==> src/rtl/mem_port_arbiter.sv <==
// Round-robin arbiter and sequencer sharing one memory bus between fetch (port 0) and LSU (port 1).
// Defining MEM_ARB_TIMEOUT_EN adds a watchdog that ends stalled bus transactions with err_o.
module mem_port_arbiter #(
    parameter int TIMEOUT_CYCLES = 256
) (
    input  logic             clk_i,
    input  logic             rst_i,
    input  logic [1:0]       req_i,
    input  logic [1:0][31:0] addr_i,
    input  logic [1:0]       we_i,
    input  logic [1:0][3:0]  sel_i,
    input  logic [1:0][31:0] wdata_i,
    output logic [1:0]       ack_o,
    output logic [1:0]       err_o,
    output logic [31:0]      rdata_o,
    output logic [1:0]       grant_o,
    output logic             bus_cyc_o,
    output logic [31:0]      bus_addr_o,
    output logic             bus_we_o,
    output logic [3:0]       bus_sel_o,
    output logic [31:0]      bus_wdata_o,
    input  logic             bus_ack_i,
    input  logic [31:0]      bus_rdata_i
);

    typedef enum logic [1:0] {
        ST_IDLE,
        ST_BUSY,
        ST_RESP
    } state_t;

    state_t      state_reg;
    logic        last_grant_reg;
    logic [1:0]  ack_reg;
    logic [1:0]  grant_reg;
    logic [31:0] rdata_reg;
    logic        bus_cyc_reg;
    logic [31:0] bus_addr_reg;
    logic        bus_we_reg;
    logic [3:0]  bus_sel_reg;
    logic [31:0] bus_wdata_reg;
    logic        win_idx;

    // A lone request wins outright; on a tie the port that did not win last time goes.
    always_comb begin
        win_idx = 1'b0;
        if (req_i == 2'b10) begin
            win_idx = 1'b1;
        end else if (req_i == 2'b11) begin
            win_idx = ~last_grant_reg;
        end
    end

`ifdef MEM_ARB_TIMEOUT_EN
    localparam int CNT_W = $clog2(TIMEOUT_CYCLES + 1);

    logic [CNT_W-1:0] tmo_cnt_reg;
    logic [1:0]       err_reg;
    logic             tmo_hit;

    // Counter holds the number of ack-less BUSY cycles already completed.
    assign tmo_hit = (tmo_cnt_reg == CNT_W'(TIMEOUT_CYCLES - 1));

    always_ff @(posedge clk_i) begin
        if (rst_i || state_reg != ST_BUSY) begin
            tmo_cnt_reg <= '0;
        end else if (!bus_ack_i) begin
            tmo_cnt_reg <= tmo_cnt_reg + 1'b1;
        end
    end

    assign err_o = err_reg;
`else
    assign err_o = 2'b00;
`endif

    always_ff @(posedge clk_i) begin
        if (rst_i) begin
            state_reg      <= ST_IDLE;
            last_grant_reg <= 1'b1;
            ack_reg        <= 2'b00;
            grant_reg      <= 2'b00;
            rdata_reg      <= '0;
            bus_cyc_reg    <= 1'b0;
            bus_addr_reg   <= '0;
            bus_we_reg     <= 1'b0;
            bus_sel_reg    <= '0;
            bus_wdata_reg  <= '0;
`ifdef MEM_ARB_TIMEOUT_EN
            err_reg        <= 2'b00;
`endif
        end else begin
            case (state_reg)
                ST_IDLE: begin
                    if (|req_i) begin
                        bus_addr_reg   <= addr_i[win_idx];
                        bus_we_reg     <= we_i[win_idx];
                        bus_sel_reg    <= sel_i[win_idx];
                        bus_wdata_reg  <= wdata_i[win_idx];
                        bus_cyc_reg    <= 1'b1;
                        grant_reg      <= win_idx ? 2'b10 : 2'b01;
                        last_grant_reg <= win_idx;
                        state_reg      <= ST_BUSY;
                    end
                end
                ST_BUSY: begin
                    if (bus_ack_i) begin
                        rdata_reg   <= bus_rdata_i;
                        ack_reg     <= grant_reg;
                        bus_cyc_reg <= 1'b0;
                        state_reg   <= ST_RESP;
                    end
`ifdef MEM_ARB_TIMEOUT_EN
                    else if (tmo_hit) begin
                        rdata_reg   <= '0;
                        err_reg     <= grant_reg;
                        bus_cyc_reg <= 1'b0;
                        state_reg   <= ST_RESP;
                    end
`endif
                end
                ST_RESP: begin
                    // One-cycle response window lets the requester drop req_i before IDLE samples it.
                    ack_reg   <= 2'b00;
                    grant_reg <= 2'b00;
`ifdef MEM_ARB_TIMEOUT_EN
                    err_reg   <= 2'b00;
`endif
                    state_reg <= ST_IDLE;
                end
                default: begin
                    state_reg <= ST_IDLE;
                end
            endcase
        end
    end

    assign ack_o       = ack_reg;
    assign rdata_o     = rdata_reg;
    assign grant_o     = grant_reg;
    assign bus_cyc_o   = bus_cyc_reg;
    assign bus_addr_o  = bus_addr_reg;
    assign bus_we_o    = bus_we_reg;
    assign bus_sel_o   = bus_sel_reg;
    assign bus_wdata_o = bus_wdata_reg;

endmodule

==> config.mk <==
export PLATFORM = sky130hd
export DESIGN_NAME = mem_port_arbiter
export DESIGN_NICKNAME = d
export VERILOG_FILES = /design/src/rtl/mem_port_arbiter.sv
export SDC_FILE = /design/constraint.sdc
export NUM_CORES = 1
export LEC_CHECK = 0
export BUFFER_PORTS_ARGS = -buffer_cell sky130_fd_sc_hd__buf_4
export CORE_ASPECT_RATIO = 0.5
export CORE_MARGIN = 2
export CORE_UTILIZATION = 43
export DETAILED_ROUTE_END_ITERATION = 10
export PLACE_DENSITY = 0.88
export SKIP_LAST_GASP = 1
export SYNTH_ARGS = -nofsm -noshare
export SYNTH_HDL_FRONTEND = slang
export SYNTH_SLANG_ARGS = --single-unit
==> constraint.sdc <==
create_clock -name clk_i -period 2 [get_ports clk_i]
set_clock_uncertainty 0.1 [all_clocks]
set_input_delay 0.4 -clock clk_i [delete_from_list [all_inputs] [get_ports clk_i]]
set_output_delay 0.4 -clock clk_i [all_outputs]
set_load 0.02 [all_outputs]
# Word-level counts from Yosys, hierarchy flattened
# Cells that the tools add are included.
# totals
output_inout_bits	108
regBits	109
word_cells	50
# classes
eq_ne	6
reduce_logical	11
bitwise_logic	1
mux	21
magnitude_cmp	1
# op_table
op	count
$mux W32	4
$pmux W2 S2	3
$mux W2	5
$reduce_and A2 Y1	5
$mux W4	2
$eq A2 B2 Y1 const B	3
$mux W1	6
$reduce_bool A2 Y1	3
$ne A2 B2 Y1 const B	2
$reduce_and A3 Y1	1
$eq A2 B1 Y1 const B	1
$logic_not A2 Y1	1
$lt A1 B2 Y1 const B	1
$pmux W1 S2	1
$reduce_or A2 Y1	1
$not A1 Y1	1

# Logic depth before layout (Yosys ltp)
# Gate-level depths: netlist of the first run.
# depth
word_depth	6
ltp_mapped	7

# Least setup slack after synthesis of the first run
# Ideal clock, no wire load.
# synth_path
path_kind	input-to-reg
from	in req_i[1]
to	reg bus_addr_reg[21], in the netlist bus_addr_o[21]
arrival_ps	1453
stages	7
setup_slack_ps	359
n_path_buf	4
setup_ps	88
cell_sequence	or2_1 > buf_6 > and2_1 > buf_6 > buf_6 > buf_6 > a311oi_2
# synth_via
elab_chain_cells	5
# synth_rtl
element	line_no	text
start: declaration	8	input logic [1:0] req_i,
$eq A2 B2 Y1	49	end else if (req_i == 2'b11) begin
$mux W1	49	
$mux W1	47	if (req_i == 2'b10) begin
$mux W32 (implied by the code) (2 in series)	96	bus_addr_reg <= addr_i[win_idx];
end signal: assignment	96	
end: declaration	38	logic [31:0] bus_addr_reg;
# Several ways; a longest one is shown, not always the timed one. The select of a mux whose other input is x is not followed.
# A chain may end at the register's enable or synchronous reset.

# Worst setup path in the final report of the first run
# layout_path
from	reg state_reg[0]
to	reg bus_addr_reg[31], in the netlist bus_addr_o[31]
# layout_via
elab_chain_cells	2
# layout_rtl
element	line_no	text
start: declaration	32	state_t state_reg;
start signal: assignment	79	state_reg <= ST_IDLE;
start signal: assignment	103	state_reg <= ST_BUSY;
start signal: assignment	111	state_reg <= ST_RESP;
$logic_not A2 Y1	93	case (state_reg)
$reduce_and A2 Y1 (no line)	n/a	
# Every way passes these cells.

==> flow_summary.ini, run 1 <==
[cts]
cts_resized = 0
cts_setup_buffers = 0
clock-sinks = 109
clockBufferDepth = 2
ctsHoldBuffers = 0
cts.htree.levels = 3
cts_tree = yes
clock-root-buffer = clkbuf_16
clock_latency_ps = 330
cts_buffers = 9
cts.clk_slew.worst_paths_ps = 80

[placement]
place_hpwl_microns = 11000
dp_cells = 951
io_buffers = 280
placed_cell_area_sq_um = 6770
place.gp.congestion = 0.857

[die]
initial_core_util_pct = 44.6
core_area_sq_um = 10300
die-area_sq_um = 11600
rows = 26
io_pins = 283
die_h_microns = 77.0
die_x_microns = 150

[setup_path]
worstSetupPathType = reg2reg
path_max_fanout = 33
crit_family = flip-flops
path_cells = nor2_4 -> and2_2 -> buf_4 -> a311oi_1
slowest_delay_ps = 590
start_kind = flop
critPathRequiredTime_ps = 2130
arrival_ps = 1750
endpoint_kind = flop
critPathBufInv = 1
crit_slowest_cell = dfxtp_1
r2r-start = state_reg[0]
cp-startpoint = state_reg[0]

[global_route]
grt_pass1_wl_microns = 23600
grt_max_degree = 73
grtUsageTotal_pct = 24.9
antenna_found_initial = 0
grt_pass1_vias = 4865
grt_overflow_total = 0

[status]
outcome = finished clean

[detailed_routing]
routedWlPerCell_microns = 15.7
drt-pass1-iter-count = 5
wirelength_microns = 15100
drc_errors = 0
ant_nets = 0
viasPerCell = 5.32
drtIter0Drc = 357
vias = 5138

[cells_and_area]
fin_area_sq_um = 7050
layout_commonest_cell = buf_4
area_delta_synth_final_pct = 53.8
fill_cells = 878
nets = 997
finalNonFillerCells = 966
drive_gt1_share_pct = 39.3
n_antenna_cell = 0
final_cell_mix = buf_4, nand2_1, dfxtp_1

[synthesis]
synth_top_area_cell = dfxtp_1
synth_cells = 577
synth_area_leaders = dfxtp_1, nand2_1, a21oi_1
ys_seq_area_share_pct = 47.6
synthesis.area_sq_um = 4590
avgSynthCellArea_sq_um = 7.95
yosysWarnings = 0
yosys.area.top_type_share_pct = 47.6
ys_types = 27
synth_seq_cells = 109

[sta]
hold_violations = 0
finalSetupViolations = 0
fmax_mhz = 616
min_period_ps = 1620
slew_viol_final = 0
fin_crit_sh_pct = 81.1
setup_tns_ps = 0
grt_setup_unrepaired = false

[power_and_ir_drop]
power.density_cell_area_nw_per_um2 = 815
p_leak_nw = 3.18
ir_worst_vdd_mv = 0.530
power_w = 0.00575

[run]
drv_cap = 0

[hold_path]
worstHoldStart = bus_rdata_i[8]
hold_path_class = in2reg
synthesized netlist by cell type (all sizes together):
master / number
nand3: 3
nor2: 3
or2: 1
and3: 1
a21oi: 107
and3b: 1
a21boi: 2
o21ai: 1
nand3b: 1
a31oi: 2
a21bo: 1
nand2: 206
and2: 1
o221a: 1
a311oi: 69
clkbuf: 43
nand4: 2
dfxtp: 109
inv: 3
conb: 1
buf: 18
nor3: 1
per-layer routing:
layer  share of wire, %  vias up  global-route usage (%)
met5                  0        -                       0
met3                6.8       38                    5.65
met2                 50      202                    44.8
li1                   -     2507                       -
met4                2.7        0                    8.68
met1                 40     2391                    29.1
worst paths after layout:
check / depth (start not counted) / end / slack [ps]
min: 3 / rdata_o[8] / 200
max reg2reg: 4 / bus_addr_o[31] / 380
max: 4 / bus_addr_o[31] / 380
min reg2reg: 2 / rdata_o[29] / 360
layout make-up:
| cell class | count | area [sq um] | area share [%] |
|---|---|---|---|
| Tap cell | 140 | 175 | 2.48 |
| Inverter | 3 | 11.3 | 0.160 |
| Clock inverter | 6 | 53.8 | 0.763 |
| Multi-Input combinational cell | 405 | 2140 | 30.3 |
| Clock buffer | 9 | 225 | 3.19 |
| Sequential cell | 109 | 2180 | 30.9 |
| Timing Repair Buffer | 294 | 2270 | 32.2 |
worst reg2reg max path, delay by kind of cell, from the launching register on:
family                 cells  cell delay (ps)
DFF                        1              590
buffers and inverters      1              260
and+or+nand+nor            2              270
AOI/OAI and AO/OA          1              310
power by group:
group / leakage, nW / internal [W] / switching (W)
registers: 0.900 / 0.00238 / 0.000128
clock network: 0.135 / 0.000864 / 0.000825
logic: 2.15 / 0.000713 / 0.000840
total: 3.18 / 0.00395 / 0.00179
logic make-up after synthesis:
group,count (synthesis),share of synthesized area [%]
other,1,0.0818
DFF,109,47.6
and+or+nand+nor,220,18.6
buffers and inverters,64,6.30
AOI/OAI and AO/OA,183,27.5
stage by stage:
step / util (%) / hold slack [ps] / setup slack [ps]
after global routing: 68.6 / 196 / 277
after floorplan: - / 421 / 359
final: 68.6 / 203 / 377
after CTS: 68.6 / 196 / 378
after detailed placement: 65.9 / 349 / 182
after global placement: 65.9 / 342 / 266
(Power assumes the default switching activity.)
==> run 2, diff against run 1 <==
clock period = 1.5 ns   (was 2 ns; I/O delays follow)
==> run 2 against run 1 <==
Sequential power up 33%; wire length down 1.1%; critical endpoint is now bus_addr_o[26]; utilization up 1.8 points; sequential share of layout area down 0.77 points; highest routed layer unchanged; via count up 0.64%; worst hold slack worse by 100 ps; die area unchanged; global-route usage down 0.16 points.
==> flow_summary.ini, run 2 (synthesis gave the netlist of run 1 again) <==
[cts]
clock_latency_ps = 340
cts.htree.levels = 3
cts_resized = 0
clock-root-buffer = clkbuf_16
ctsHoldBuffers = 0
cts.clk_slew.worst_paths_ps = 80
cts_setup_buffers = 0
clock-sinks = 109
cts_tree = yes
clockBufferDepth = 2
cts_buffers = 9

[hold_path]
holdPathEnd = rdata_o[31]
min_path_cells = 3
worstHoldStart = bus_rdata_i[31]
hold_path_class = in2reg

[setup_path]
path_max_fanout = 40
r2r-end = bus_addr_o[26]
cp-startpoint = state_reg[0]
critPathBufInv = 1
r2r_cells = 4
slowest_delay_ps = 360
endpoint_kind = flop
crit_family = compound AO/OA/AOI/OAI gates
ff2ff_setup_slack_ps = 70
arrival_ps = 1580
start_kind = flop
path_cells = nor2_4 -> buf_12 -> a21oi_1 -> a311oi_2
r2r-start = state_reg[0]
critPathRequiredTime_ps = 1640
worstSetupPathType = reg2reg
crit_slowest_cell = dfxtp_1

[detailed_routing]
drtIter0Drc = 283
ant_nets = 0
routedWlPerCell_microns = 15.3
vias = 5171
viasPerCell = 5.29
drt-pass1-iter-count = 5
wirelength_microns = 15000
drc_errors = 0

[cells_and_area]
n_antenna_cell = 0
nets = 1008
final_cell_mix = buf_4, nand2_1, dfxtp_1
layout_commonest_cell = buf_4
drive_gt1_share_pct = 40.3
area_delta_synth_final_pct = 57.8
fill_cells = 838
finalNonFillerCells = 978

[global_route]
grt_pass1_wl_microns = 23400
antenna_found_initial = 0
grt_max_degree = 47
grt_overflow_total = 0
grt_pass1_vias = 4838
grtUsageTotal_pct = 24.7

[die]
die_h_microns = 77.0
rows = 26
die-area_sq_um = 11600
io_pins = 283
core_area_sq_um = 10300
initial_core_util_pct = 44.6
die_x_microns = 150

[placement]
place_hpwl_microns = 11200
io_buffers = 280
dp_cells = 962
place.gp.congestion = 0.863

[power_and_ir_drop]
p_leak_nw = 3.28
power.density_cell_area_nw_per_um2 = 1080
ir_worst_vdd_mv = 0.733

[sta]
finalSetupViolations = 0
fin_crit_sh_pct = 95.6
grt_setup_unrepaired = false
slew_viol_final = 0
setup_tns_ps = 0
hold_violations = 0
min_period_ps = 1430
fmax_mhz = 697

[status]
outcome = finished clean

[run]
drv_cap = 0
[run 2: routing by layer]
layer	vias to the layer above	part of all wire, %	global-route usage, %
met5	-	0	0
met4	0	2.6	7.92
met3	34	6.3	5.00
met2	199	52	46.2
met1	2409	39	28.2
li1	2529	-	-
[run 2: cell type report]
type	instances	area, sq um	area share, %
clock buffer	10	239	3.30
tap	140	175	2.42
timing repair buffer	305	2440	33.7
clock inverter	6	51.3	0.709
multi-input combinational	405	2140	29.5
sequential	109	2180	30.2
inverter	3	11.3	0.156
[run 2: stage by stage]
| step | power (W) | instance area, sq um | hold WS [ps] | utilization, % | setup slack (ps) |
|---|---|---|---|---|---|
| floorplan | 0.00449 | 4600 | 336 | - | -27.8 |
| global placement | 0.00552 | 6950 | 341 | 67.6 | -22.0 |
| detailed placement | 0.00557 | 6950 | 349 | 67.6 | -113 |
| CTS | 0.00785 | 7240 | 90.5 | 70.4 | 26.8 |
| global route | 0.00813 | 7240 | 94.4 | 70.4 | 2.69 |
| finish | 0.00781 | 7240 | 101 | 70.4 | 66.0 |
[run 2: how the worst max path moves through the flow]
stage	to	slack, ps	cells after the start
2_1_floorplan	bus_addr_o[21]	-30	7
3_5_place_dp	bus_wdata_o[13]	-110	6
6_report	bus_addr_o[26]	70	4
5_1_grt	bus_wdata_o[13]	3	4
3_3_place_gp	bus_wdata_o[11]	-20	6
4_1_cts	bus_addr_o[10]	30	4
[run 2: worst register-to-register path: cells and delay by family, from the launching register on]
family / cells / cell delay [ps]
and+or+nand+nor: 1 / 230
buffers and inverters: 1 / 260
AOI/OAI and AO/OA: 2 / 390
DFF: 1 / 360
[run 2: where the power goes]
| group | total [W] | internal (W) | switching [W] |
|---|---|---|---|
| Clock | 0.00230 | 0.00120 | 0.00109 |
| Combinational | 0.00218 | 0.00103 | 0.00115 |
| Sequential | 0.00333 | 0.00317 | 0.000157 |
==> run 3, diff against run 2 <==
BUFFER_PORTS_ARGS = -buffer_cell sky130_fd_sc_hd__buf_2   (was -buffer_cell sky130_fd_sc_hd__buf_4)
==> run 3 against run 2 <==
Critical path depth did not move; combinational power fell by 13%; sequential share of layout area rose by 3.3 points; first-iteration DRC count rose by 0.35%; critical path type unchanged; worst hold slack got worse by 7.0 ps; critical endpoint is now bus_addr_o[20].
==> flow_summary.ini, run 3 (synthesis gave the netlist of run 1 again) <==
[die]
io_pins = 283
initial_core_util_pct = 44.6
die_h_microns = 77.0
core_area_sq_um = 10300
die_x_microns = 150
rows = 26
die-area_sq_um = 11600

[power_and_ir_drop]
power.density_cell_area_nw_per_um2 = 1140
p_leak_nw = 3.09
ir_worst_vdd_mv = 0.565

[cts]
cts_tree = yes
cts_buffers = 9
clock-root-buffer = clkbuf_16
clock_latency_ps = 330
cts_setup_buffers = 0
clockBufferDepth = 2
cts.clk_slew.worst_paths_ps = 70
clock-sinks = 109
cts.htree.levels = 3

[setup_path]
endpoint_kind = flop
worstSetupPathType = reg2reg
arrival_ps = 1550
critPathRequiredTime_ps = 1640
cp-startpoint = last_grant_reg
path_cells = a21boi_4 -> buf_12 -> nand2_1 -> a311oi_1
slowest_delay_ps = 360
path_max_fanout = 46
r2r-start = last_grant_reg
crit_slowest_cell = dfxtp_1
start_kind = flop

[detailed_routing]
drt-pass1-iter-count = 4
viasPerCell = 5.36
vias = 5216
ant_nets = 0
routedWlPerCell_microns = 14.6
drtIter0Drc = 284
drc_errors = 0
wirelength_microns = 14200

[sta]
fin_crit_sh_pct = 94.4
setup_tns_ps = 0
grt_setup_unrepaired = true
hold_violations = 0
min_period_ps = 1420
slew_viol_final = 0
finalSetupViolations = 0
fmax_mhz = 706

[cells_and_area]
layout_commonest_cell = buf_2
n_antenna_cell = 0
fill_cells = 881
final_cell_mix = buf_2, nand2_1, dfxtp_1
area_delta_synth_final_pct = 42.3
final_util_pct = 63.5
finalNonFillerCells = 973
nets = 1003
drive_gt1_share_pct = 39.7

[status]
outcome = finished clean

[hold_path]
worstHoldStart = bus_rdata_i[24]
hold_path_class = in2reg

[global_route]
grt_pass1_vias = 4811
grt_pass1_wl_microns = 22300
grt_max_degree = 50
grtUsageTotal_pct = 23.3
antenna_found_initial = 0
grt_overflow_total = 0

[placement]
io_buffers = 280
place.gp.congestion = 0.890
place_hpwl_microns = 10400
dp_cells = 957

[run]
drv_cap = 0
-- run 3: cell count changes in the layout (fill, tap and decap cells not counted), sizes merged --
| cell | before | now |
|---|---|---|
| buf | 305 | 300 |
| clkinv | 2 | 1 |
| clkinvlp | 0 | 1 |
-- run 3: final timing paths --
check | endpoint | slack [ps] | cells after the start
worst max-delay path | bus_addr_o[20] | 80 | 4
worst min-delay path | rdata_o[24] | 90 | 3
worst max register to register | bus_addr_o[20] | 80 | 4
worst min register to register | rdata_o[11] | 350 | 2
-- run 3: critical path, delay by kind of cell, from the launching register on --
family,cells,cell delay [ps]
buf+inv,1,240
flops,1,360
compound gates,2,500
simple gates,1,100
-- run 3: repair_timing --
| item | CTS | global route |
|---|---|---|
| endpoints found under the setup margin | 0 | 9 |
| hold buffers | 0 | 0 |
| gates resized for setup | 0 | 2 |
-- run 3: cell type report --
type | count | area [sq um] | share of cell area [%]
multi-input cells | 405 | 2140 | 32.8
well taps | 140 | 175 | 2.68
flip-flops and latches | 109 | 2180 | 33.4
inverters | 3 | 11.3 | 0.173
clock inverters | 6 | 53.8 | 0.824
repair buffers | 300 | 1730 | 26.5
clock buffers | 10 | 229 | 3.51
-- run 3: per-layer routing --
layer  vias up  GRT usage, %  part of all wire, %
li1       2520             -                    -
met1      2389          27.6                   39
met2       263          41.1                   51
met3        44          5.30                  7.4
met4         0          9.15                  2.4
met5         -             0                    0
-- run 3: stage by stage --
| stage | worst slack [ps] | total power (W) | hold WS [ps] | instance area [sq um] |
|---|---|---|---|---|
| 2_1_floorplan | -27.8 | 0.00449 | 336 | 4600 |
| 3_3_place_gp | -15.1 | 0.00522 | 338 | 6230 |
| 3_5_place_dp | -94.0 | 0.00527 | 345 | 6230 |
| 4_1_cts | 70.2 | 0.00754 | 81.0 | 6520 |
| 5_1_grt | -10.6 | 0.00784 | 86.3 | 6530 |
| 6_report | 83.3 | 0.00747 | 94.4 | 6530 |
-- run 3: report_power, final --
part | internal, W | switching (W)
combinational | 0.000764 | 0.00114
sequential | 0.00317 | 0.000146
clock | 0.00116 | 0.00110
